**config.mk**
```make
export PLATFORM = sky130hd
export DESIGN_NAME = arb_grant_ctrl
export DESIGN_NICKNAME = d
export VERILOG_FILES = /design/src/rtl/arb_ctrl_pkg.sv /design/src/rtl/arb_grant_decode.sv /design/src/rtl/arb_grant_ctrl.sv
export SDC_FILE = /design/constraint.sdc
export NUM_CORES = 1
export LEC_CHECK = 0
export BUFFER_PORTS_ARGS = -buffer_cell sky130_fd_sc_hd__buf_2
export CAP_MARGIN = 15
export CORE_AREA = 10 10 133 86
export CTS_BUF_LIST = sky130_fd_sc_hd__clkbuf_8
export DETAILED_ROUTE_END_ITERATION = 6
export DIE_AREA = 0 0 143 96
export HOLD_SLACK_MARGIN = 0.12
export PLACE_DENSITY = 0.41
export SLEW_MARGIN = 20
export SYNTH_ARGS = -nofsm -noshare
export SYNTH_HDL_FRONTEND = slang
export SYNTH_SLANG_ARGS = --single-unit
```
**constraint.sdc**
```tcl
create_clock -name clk -period 2.19 [get_ports clk]
set_input_delay 0.1095 -clock clk [delete_from_list [all_inputs] [get_ports clk]]
set_output_delay 0.1095 -clock clk [all_outputs]
set_load 0.01 [all_outputs]
```
**src/rtl/arb_ctrl_pkg.sv**
```systemverilog
// Shared types and defaults for the requester-side arbiter grant controller.
package arb_ctrl_pkg;

  localparam int N_CLIENTS     = 4;
  localparam int PTR_W         = 2;
  localparam int DEF_LEN_W     = 4;
  localparam int DEF_GUARD_CYC = 4;
  localparam int DEF_TIMEOUT   = 64;

  typedef enum logic [1:0] {
    IDLE       = 2'd0,
    WAIT_GRANT = 2'd1,
    OWN        = 2'd2,
    GUARD      = 2'd3
  } state_e;

  // One shared counter serves the burst, guard and timeout phases; size it for the largest.
  function automatic int cnt_width(input int len_w, input int guard_cyc, input int timeout);
    int m;
    m = (1 << len_w) - 1;
    if (guard_cyc - 1 > m) m = guard_cyc - 1;
    if (timeout - 1 > m) m = timeout - 1;
    return (m < 1) ? 1 : $clog2(m + 1);
  endfunction

endpackage

```
**src/rtl/arb_grant_decode.sv**
```systemverilog
// Qualifies a raw arbiter grant against the pending set and classifies it.
module arb_grant_decode
  import arb_ctrl_pkg::*;
(
  input  logic [N_CLIENTS-1:0] i_grant,
  input  logic [N_CLIENTS-1:0] i_pending,
  output logic                 o_take,
  output logic [PTR_W-1:0]     o_idx,
  output logic                 o_multi,
  output logic                 o_stray
);

  logic [N_CLIENTS-1:0] w_g;

  always_comb begin
    w_g    = i_grant & i_pending;
    o_take = |w_g;
    o_idx  = '0;
    // Scan downward so the lowest set bit wins.
    for (int i = N_CLIENTS - 1; i >= 0; i--) begin
      if (w_g[i]) o_idx = PTR_W'(i);
    end
    o_multi = ($countones(i_grant) > 1);
    o_stray = (|i_grant) && !o_take;
  end

endmodule

```
**src/rtl/arb_grant_ctrl.sv**
```systemverilog
// Queues one job per client, requests the arbiter, owns the resource for the
// granted burst, then flushes the arbiter pipeline before requesting again.
module arb_grant_ctrl
  import arb_ctrl_pkg::*;
#(
  parameter int LEN_W     = DEF_LEN_W,
  parameter int GUARD_CYC = DEF_GUARD_CYC,
  parameter int TIMEOUT   = DEF_TIMEOUT
) (
  input  logic                       clk,
  input  logic                       rst_n,
  input  logic [N_CLIENTS-1:0]       job_valid,
  input  logic [N_CLIENTS*LEN_W-1:0] job_len,
  output logic [N_CLIENTS-1:0]       job_ready,
  output logic [N_CLIENTS-1:0]       req,
  output logic [PTR_W-1:0]           ptr,
  input  logic [N_CLIENTS-1:0]       grant,
  output logic                       owner_valid,
  output logic [PTR_W-1:0]           owner_id,
  output logic                       beat,
  output logic                       done,
  output logic                       grant_err,
  output logic                       timeout,
  output logic [1:0]                 dbg_state
);

  localparam int                CNT_W    = cnt_width(LEN_W, GUARD_CYC, TIMEOUT);
  localparam logic [CNT_W-1:0]  TMO_LAST = CNT_W'(TIMEOUT - 1);
  localparam logic [CNT_W-1:0]  GRD_LAST = CNT_W'(GUARD_CYC - 1);

  state_e                 r_state;
  state_e                 w_state_nxt;
  logic [N_CLIENTS-1:0]   r_pending;
  logic [LEN_W-1:0]       r_len_q [N_CLIENTS];
  logic [CNT_W-1:0]       r_cnt;
  logic [N_CLIENTS-1:0]   r_req;
  logic [PTR_W-1:0]       r_ptr;
  logic                   r_owner_valid;
  logic [PTR_W-1:0]       r_owner_id;

  logic [N_CLIENTS-1:0]   w_accept;
  logic [N_CLIENTS-1:0]   w_clr;
  logic [N_CLIENTS-1:0]   w_pending_nxt;
  logic                   w_take;
  logic [PTR_W-1:0]       w_idx;
  logic                   w_multi;
  logic                   w_stray;
  logic                   w_last;
  logic                   w_err;
  logic                   w_timeout;

  arb_grant_decode u_decode (
    .i_grant   (grant),
    .i_pending (r_pending),
    .o_take    (w_take),
    .o_idx     (w_idx),
    .o_multi   (w_multi),
    .o_stray   (w_stray)
  );

  // Job handshake: client i's job is accepted on the edge where job_valid[i] &&
  // job_ready[i]; job_ready[i] is low for as long as that client's job is pending.
  always_comb begin
    w_accept      = job_valid & ~r_pending;
    w_last        = (r_state == OWN) && (r_cnt == '0);
    w_clr         = w_last ? ({{(N_CLIENTS-1){1'b0}}, 1'b1} << r_owner_id) : '0;
    w_pending_nxt = (r_pending & ~w_clr) | w_accept;
    w_err         = (r_state == WAIT_GRANT) && (w_multi || w_stray);
    // An error cycle defers the timeout by one cycle so the pulses never overlap.
    w_timeout     = (r_state == WAIT_GRANT) && !w_take && !w_err && (r_cnt == TMO_LAST);
  end

  always_comb begin
    w_state_nxt = r_state;
    case (r_state)
      IDLE:       if (|r_pending) w_state_nxt = WAIT_GRANT;
      WAIT_GRANT: begin
        if (w_take)         w_state_nxt = OWN;
        else if (w_timeout) w_state_nxt = GUARD;
      end
      OWN:        if (w_last) w_state_nxt = GUARD;
      GUARD:      if (r_cnt == GRD_LAST) w_state_nxt = (|r_pending) ? WAIT_GRANT : IDLE;
      default:    w_state_nxt = IDLE;
    endcase
  end

  always_ff @(posedge clk or negedge rst_n) begin
    if (!rst_n) begin
      r_state   <= IDLE;
      r_pending <= '0;
      r_req     <= '0;
      for (int i = 0; i < N_CLIENTS; i++) r_len_q[i] <= '0;
    end else begin
      r_state   <= w_state_nxt;
      r_pending <= w_pending_nxt;
      r_req     <= (w_state_nxt == WAIT_GRANT) ? w_pending_nxt : '0;
      for (int i = 0; i < N_CLIENTS; i++) begin
        if (w_accept[i]) r_len_q[i] <= job_len[i*LEN_W +: LEN_W];
      end
    end
  end

  always_ff @(posedge clk or negedge rst_n) begin
    if (!rst_n) begin
      r_cnt <= '0;
    end else begin
      case (r_state)
        WAIT_GRANT: begin
          if (w_take)                 r_cnt <= CNT_W'(r_len_q[w_idx]);
          else if (w_timeout)         r_cnt <= '0;
          else if (r_cnt != TMO_LAST) r_cnt <= r_cnt + CNT_W'(1);
        end
        OWN:     r_cnt <= w_last ? '0 : r_cnt - CNT_W'(1);
        GUARD:   r_cnt <= (r_cnt == GRD_LAST) ? '0 : r_cnt + CNT_W'(1);
        default: r_cnt <= '0;
      endcase
    end
  end

  always_ff @(posedge clk or negedge rst_n) begin
    if (!rst_n) begin
      r_owner_valid <= 1'b0;
      r_owner_id    <= '0;
      r_ptr         <= '0;
    end else if ((r_state == WAIT_GRANT) && w_take) begin
      r_owner_valid <= 1'b1;
      r_owner_id    <= w_idx;
    end else if (w_last) begin
      r_owner_valid <= 1'b0;
      r_ptr         <= r_owner_id + PTR_W'(1);
    end
  end

  assign job_ready   = ~r_pending;
  assign req         = r_req;
  assign ptr         = r_ptr;
  assign owner_valid = r_owner_valid;
  assign owner_id    = r_owner_id;
  assign beat        = (r_state == OWN);
  assign done        = w_last;
  assign grant_err   = w_err;
  assign timeout     = w_timeout;
  assign dbg_state   = r_state;

endmodule

```
# After elaboration in Yosys (flattened, before gate mapping)
# Index checks and enable logic that the tools add are counted.
[classes]
addsub = 6
magnitude_cmp = 2
n_eq_ne = 8
shift = 1
n_mux = 24
bitwise = 8
n_reduce_logical = 17
[op_table]
columns = ["operator", "n"]
rows = [
  ["32-bit adder", 1],
  ["32-bit by 2-bit > comparator with 1-bit output, second input constant", 1],
  ["6-bit 2-to-1 mux", 5],
  ["2-bit 2-to-1 mux", 9],
  ["6-bit case mux with 3 select lines", 1],
  ["4-bit 2-to-1 mux", 4],
  ["4-bit bitwise AND", 3],
  ["4-bit OR reduction", 3],
  ["4-bit binary-select mux with 2-bit select", 1],
  ["4-bit inverter", 2],
  ["2-bit case mux with 4 select lines", 1],
  ["1-bit logical AND", 7],
  ["6-bit by 1-bit adder with 6-bit output, second input constant", 1],
  ["6-bit by 2-bit equality test with 1-bit output, second input constant", 1],
  ["6-bit equality test, second input constant", 1],
  ["6-bit zero test", 1],
  ["6-bit inequality test, second input constant", 1],
  ["6-bit by 1-bit subtractor with 6-bit output, second input constant", 1],
  ["1-bit by 1-bit adder with 2-bit output", 2],
  ["2-bit by 1-bit equality test with 1-bit output, second input constant", 2],
  ["2-bit equality test, second input constant", 2],
  ["4-bit by 3-bit inequality test with 1-bit output, second input constant", 1],
  ["4-bit OR", 1],
  ["1-bit by 2-bit left shift with 4-bit output, first input constant", 1],
  ["other kinds (10)", 13],
]
[word_totals]
reg_bits = 37
in_bits = 26
output_inout_bits = 19

# Longest topological paths before layout
[logic_depth]
depth_word = 14
ltp_mapped = 9

# By module
# Synthesis repeated with hierarchy kept, for this count alone.
[hier_totals]
cells_unflattened = 188
hier_area_um2 = 2113.3
[by_module_without_submodules]
columns = ["module", "n_inst", "cells_per_inst", "area_each_um2"]
rows = [
  ["arb_grant_ctrl", 1, 173, 1990.7],
  ["arb_grant_decode", 1, 15, 122.6],
]

# Worst setup path before layout
# No wires, ideal clock.
[synth_timing]
path_kind = "register to register"
from = "register r_cnt[0]"
to = "register r_ptr[0], in the netlist ptr[0]"
arrival_time_ns = 2.036
t_required_ns = 2.065
setup_slack_ns = 0.029
stages_incl_launch_ff = 6
period_less_slack_ns = 2.161
path_cell_list = "dfrtp_1 > inv_1 > ha_1 > or3b_4 > nor4b_4 > mux2_2"
[synth_via]
elab_chain_len = 3
[synth_rtl]
columns = ["element", "line", "text"]
rows = [
  ["start, declared", "arb_grant_ctrl.sv:35", "logic [CNT_W-1:0] r_cnt;"],
  ["start signal, assigned", "arb_grant_ctrl.sv:109", "if (w_take) r_cnt <= CNT_W'(r_len_q[w_idx]);"],
  ["start signal, assigned", "arb_grant_ctrl.sv:111", "else if (r_cnt != TMO_LAST) r_cnt <= r_cnt + CNT_W'(1);"],
  ["start signal, assigned", "arb_grant_ctrl.sv:113", "OWN: r_cnt <= w_last ? '0 : r_cnt - CNT_W'(1);"],
  ["6-bit zero test", "arb_grant_ctrl.sv:65", "w_last = (r_state == OWN) && (r_cnt == '0);"],
  ["1-bit logical AND", "arb_grant_ctrl.sv:65", ""],
  ["via done", "arb_grant_ctrl.sv:21", "output logic done,"],
  ["2-bit AND reduction (no source line)", "n/a", ""],
  ["end signal, assigned", "arb_grant_ctrl.sv:130", "r_ptr <= r_owner_id + PTR_W'(1);"],
  ["end, declared", "arb_grant_ctrl.sv:37", "logic [PTR_W-1:0] r_ptr;"],
]
# The timed path passes the listed nets, and every way through them passes these cells.
# A chain may end at the register's enable or synchronous reset.

# Final worst setup path
[layout_timing]
from = "input grant[3]"
to = "output timeout"
[layout_via]
elab_chain_len = 9
elab_cells_between_ends = 14
classes_between = "add/sub: 2; order compare: 1; bitwise: 1; reduce/logical: 10"
[layout_rtl]
columns = ["element", "line", "text"]
rows = [
  ["start, declared", "arb_grant_ctrl.sv:17", "input logic [N_CLIENTS-1:0] grant,"],
  ["branches (longest 7 deep; another with 32-bit adder)", "n/a", ""],
  ["1-bit logical AND (*) (2 in a row)", "arb_grant_ctrl.sv:70", "w_timeout = (r_state == WAIT_GRANT) && !w_take && !w_err && (r_cnt == TMO_LAST);"],
  ["end, declared", "arb_grant_ctrl.sv:23", "output logic timeout,"],
]
# Every way passes the cells marked *.

==> impl_results.md <==
- Vias: 1969
- Register area share after synthesis: approximately two fifths
- Main synth FF type: dfrtp_1
- Worst r2r src: r_pending[2]$_DFF_PN0_
- First-pass GRT wire length: between 10000 and 15000 um
- Gate power share: 45.1%
- Post-synth EDFFs: 0
- Bufs and invs on worst path: 4
- Post-Syn Area per Cell: 10.4 um^2
- Area Overhead vs Synth: 42.7%
- Design area: about 3100 um^2
- Pwr Total: approximately 3000 uW
- Outcome: finished clean
- Synth unique cells: between 50 and 60
- Rel. slew slack: between 40% and 50%
- H-tree depth reported by CTS: 2
- Clk buf depth: 2
- Cell chosen for the clock root: clkbuf_8
- Worst skew pair latency: 0.29 ns
- Clock skew: approximately 0.0050 ns
- P_leak: 0.00146 uW
- Final Critical Period: 2.14 ns
- Critical path's slowest cell: fa_1
- Vias in the first global route: roughly 2000
- Sw frac: between 30% and 40%
- Pre-Repair DR Iteration Count: 5
- Drt first-iter violations: ~120
- Slowest stage delay, CP: between 0.5 and 0.6 ns
- GRT Util Overall: 10.6%
- CP required: 2.08 ns
- Reg power frac: approximately two fifths
- Worst Path Arrival: a little over 2 ns
- Fmax: about 470 MHz
- Worst-path clk slew: approximately 0.07 ns
- Final Max Slew Viols: 0
- Min-delay src: grant[0]
- Post-DRT Antenna Nets: 0
- Final Hold Vio Count: 0
- # DRC: 0
- R2R depth: 4
- RSZ-0062 raised after global routing: true
- Flops & latches, synth: 37
- P per Cell Area: about 950 nW/um^2
- CP startpoint kind: input pin
- Die H: 96 um
- Site Rows: 27
- Slew @ Worst Pin: between 0.8 and 0.9 ns
- Async set-reset flop share out of synthesis: between 90% and 100%
- Most frequent cell after synthesis: dfrtp_1
- CTS sink cnt: 37
- Area of the die: approximately 14000 um^2
- Net Switching: 1090 uW
- CP most frequent cell: buf_6
- Synth area leaders: dfrtp_1, mux2_2, ha_1
- Yosys warnings: 0
- End of the worst hold path: owner_id[1]$_DFFE_PN0P_
- GPL Wtd Cong: around 0.85
- Synthesized net count: 250
- Port Buf Inserts: 44
- Num CTS Buffers: 5
- Hold Path Cell Cnt: 4
- Largest net degree at the start of global routing: 38
- Hold Slack: approximately 0.34 ns
- Die Width: roughly 140 um
- Int Pwr: 1890 uW
- Worst Setup End Kind: primary output
- CP delay by family, top: adder cells
- Total grt overflow: 0
- Drt via density: 4.69
- Final HPWL DP: between 5000 and 6000 um
- Antenna violations before repair: 0
- Commonest cells in the synthesized netlist: dfrtp_1, inv_1, mux2_2, nor2_1
- Top-area cell type share of the netlist area: a little over two fifths
- Hold Crit Class: input pin to register
- Period utilisation layout: 97.5%
- Post-Place Cell Area: about 2700 um^2
- Starting Density: approximately 24%
- Antenna Cells: 0
- Final Setup Violations: 0
- R2R Setup Slk: 0.17 ns
- CTS tree: built
- Routed Wire Length: 6880 um
- NumNets Final: about 340
- Worst vdd ir: about 0.00037 V
- Layout cell share with drive strength beyond 1: between 40% and 50%
- Io pins: 45
- Maxcap violations: 0
- Crit-path cells: buf_6 -> inv_2 -> ha_4 -> nand2_4 -> fa_1 -> nand4_1 -> or3_4 -> buf_6 -> nor3_4 -> buf_6
- Cell area after synthesis: 2210 um^2
- Post-Synthesis Cells: about 210
- Wirelength per Cell: around 16 um
- Reg2Reg Capture Point: r_cnt[3]$_DFFE_PN0P_
- Crit Path Category: input pin to primary output
- Crit path max fanout: 4
- Clk pwr share: between 10% and 20%
- Synth area leader: dfrtp_1
- Core footprint: between 9000 and 10000 um^2
-- worst register-to-register path, stage by stage, from the launching register on --
cell     delay (ns)
dfrtp_1        0.53
a22oi_1        0.21
nor2_1         0.46
mux4_2         0.40
a211o_1        0.30
-- per-layer routing --
metal  global-route usage [%]  share of wire (%)  vias up
met5                        0                  0        -
met4                     2.82               0.77        0
met3                     3.59                6.2        6
met2                     13.4                 36       55
met1                     16.3                 57      945
li1                         -                  -      963
-- kinds of logic after synthesis --
family / count (synthesis) / share of synthesized area [%]
muxes: 23 / 12.8
and+or+nand+nor: 62 / 16.1
DFF: 37 / 42.0
AOI/OAI and AO/OA: 51 / 16.7
buffers and inverters: 27 / 5.10
adders and majority gates: 11 / 6.58
xor gates and xnor gates: 2 / 0.794
-- flip-flops by register name, indices dropped and copies added (netlist names) --
name	flops
dbg_state	2
owner_id	2
owner_valid	1
ptr	2
r_cnt	6
r_len_q	16
r_pending	4
req	4
-- power groups by stage --
stage,registers (uW),logic (uW),clock network [uW]
finish,1160,1350,480
global route,1190,1510,527
CTS,1150,1330,502
detailed placement,1160,1290,0
global placement,1170,1300,0
floorplan,1090,867,0
-- repair_timing --
action | CTS | global route
pin swaps | 0 | 8
endpoints found under the setup margin | 2 | 6
resized for setup | 3 | 26
hold endpoints to repair | 57 | 0
hold buffers | 21 | 0
setup buffers | 0 | 4
-- through the flow --
stage / setup TNS, ns / setup slack, ns / util [%] / instances
finish: 0 / 0.0542 / 34.9 / 420
global route: -0.0715 / -0.0655 / 34.9 / 420
CTS: 0 / 0.0103 / 33.5 / 416
detailed placement: -0.940 / -0.170 / 30.0 / 388
global placement: -0.730 / -0.129 / 30.0 / 388
floorplan: 0 / 0.0293 / - / 213
-- final cells by class --
cell class	count	area [um^2]
fillers	912	5870
multi-input cells	149	1230
flip-flops and latches	37	928
repair buffers	93	687
well taps	116	145
clock buffers	6	82.6
inverters	18	72.6
clock inverters	1	3.75
-- worst max path at each step --
| stage | cells after the start | end | startpoint | slack, ns |
|---|---|---|---|---|
| 2_1_floorplan | 5 | ptr[0]$_DFFE_PN0P_ | r_cnt[0]$_DFFE_PN0P_ | 0.03 |
| 3_3_place_gp | 11 | req[2]$_DFF_PN0_ | grant[3] | -0.13 |
| 3_5_place_dp | 10 | r_cnt[4]$_DFFE_PN0P_ | grant[1] | -0.17 |
| 4_1_cts | 6 | done | r_cnt[1]$_DFFE_PN0P_ | 0.01 |
| 5_1_grt | 10 | timeout | grant[1] | -0.07 |
| 6_report | 10 | timeout | grant[3] | 0.05 |
-- cell usage in the layout, fill, tap and decap left out, drive strengths merged, types with 3 or more instances in the layout --
master       synthesis  final
a21oi                5      5
nor2b                8      8
mux2                18     18
buf                  4     72
o21ai                7      7
nand2               10     10
clkbuf               5      6
a22oi                3      3
nand4                4      4
a31oi                9      9
nor2                13     13
nand3               10     10
mux2i                3      3
nor3                 4      4
ha                  10     10
dlygate4sd3          0     21
inv                 18     19
dfrtp               37     37
(Power assumes the default switching activity.)
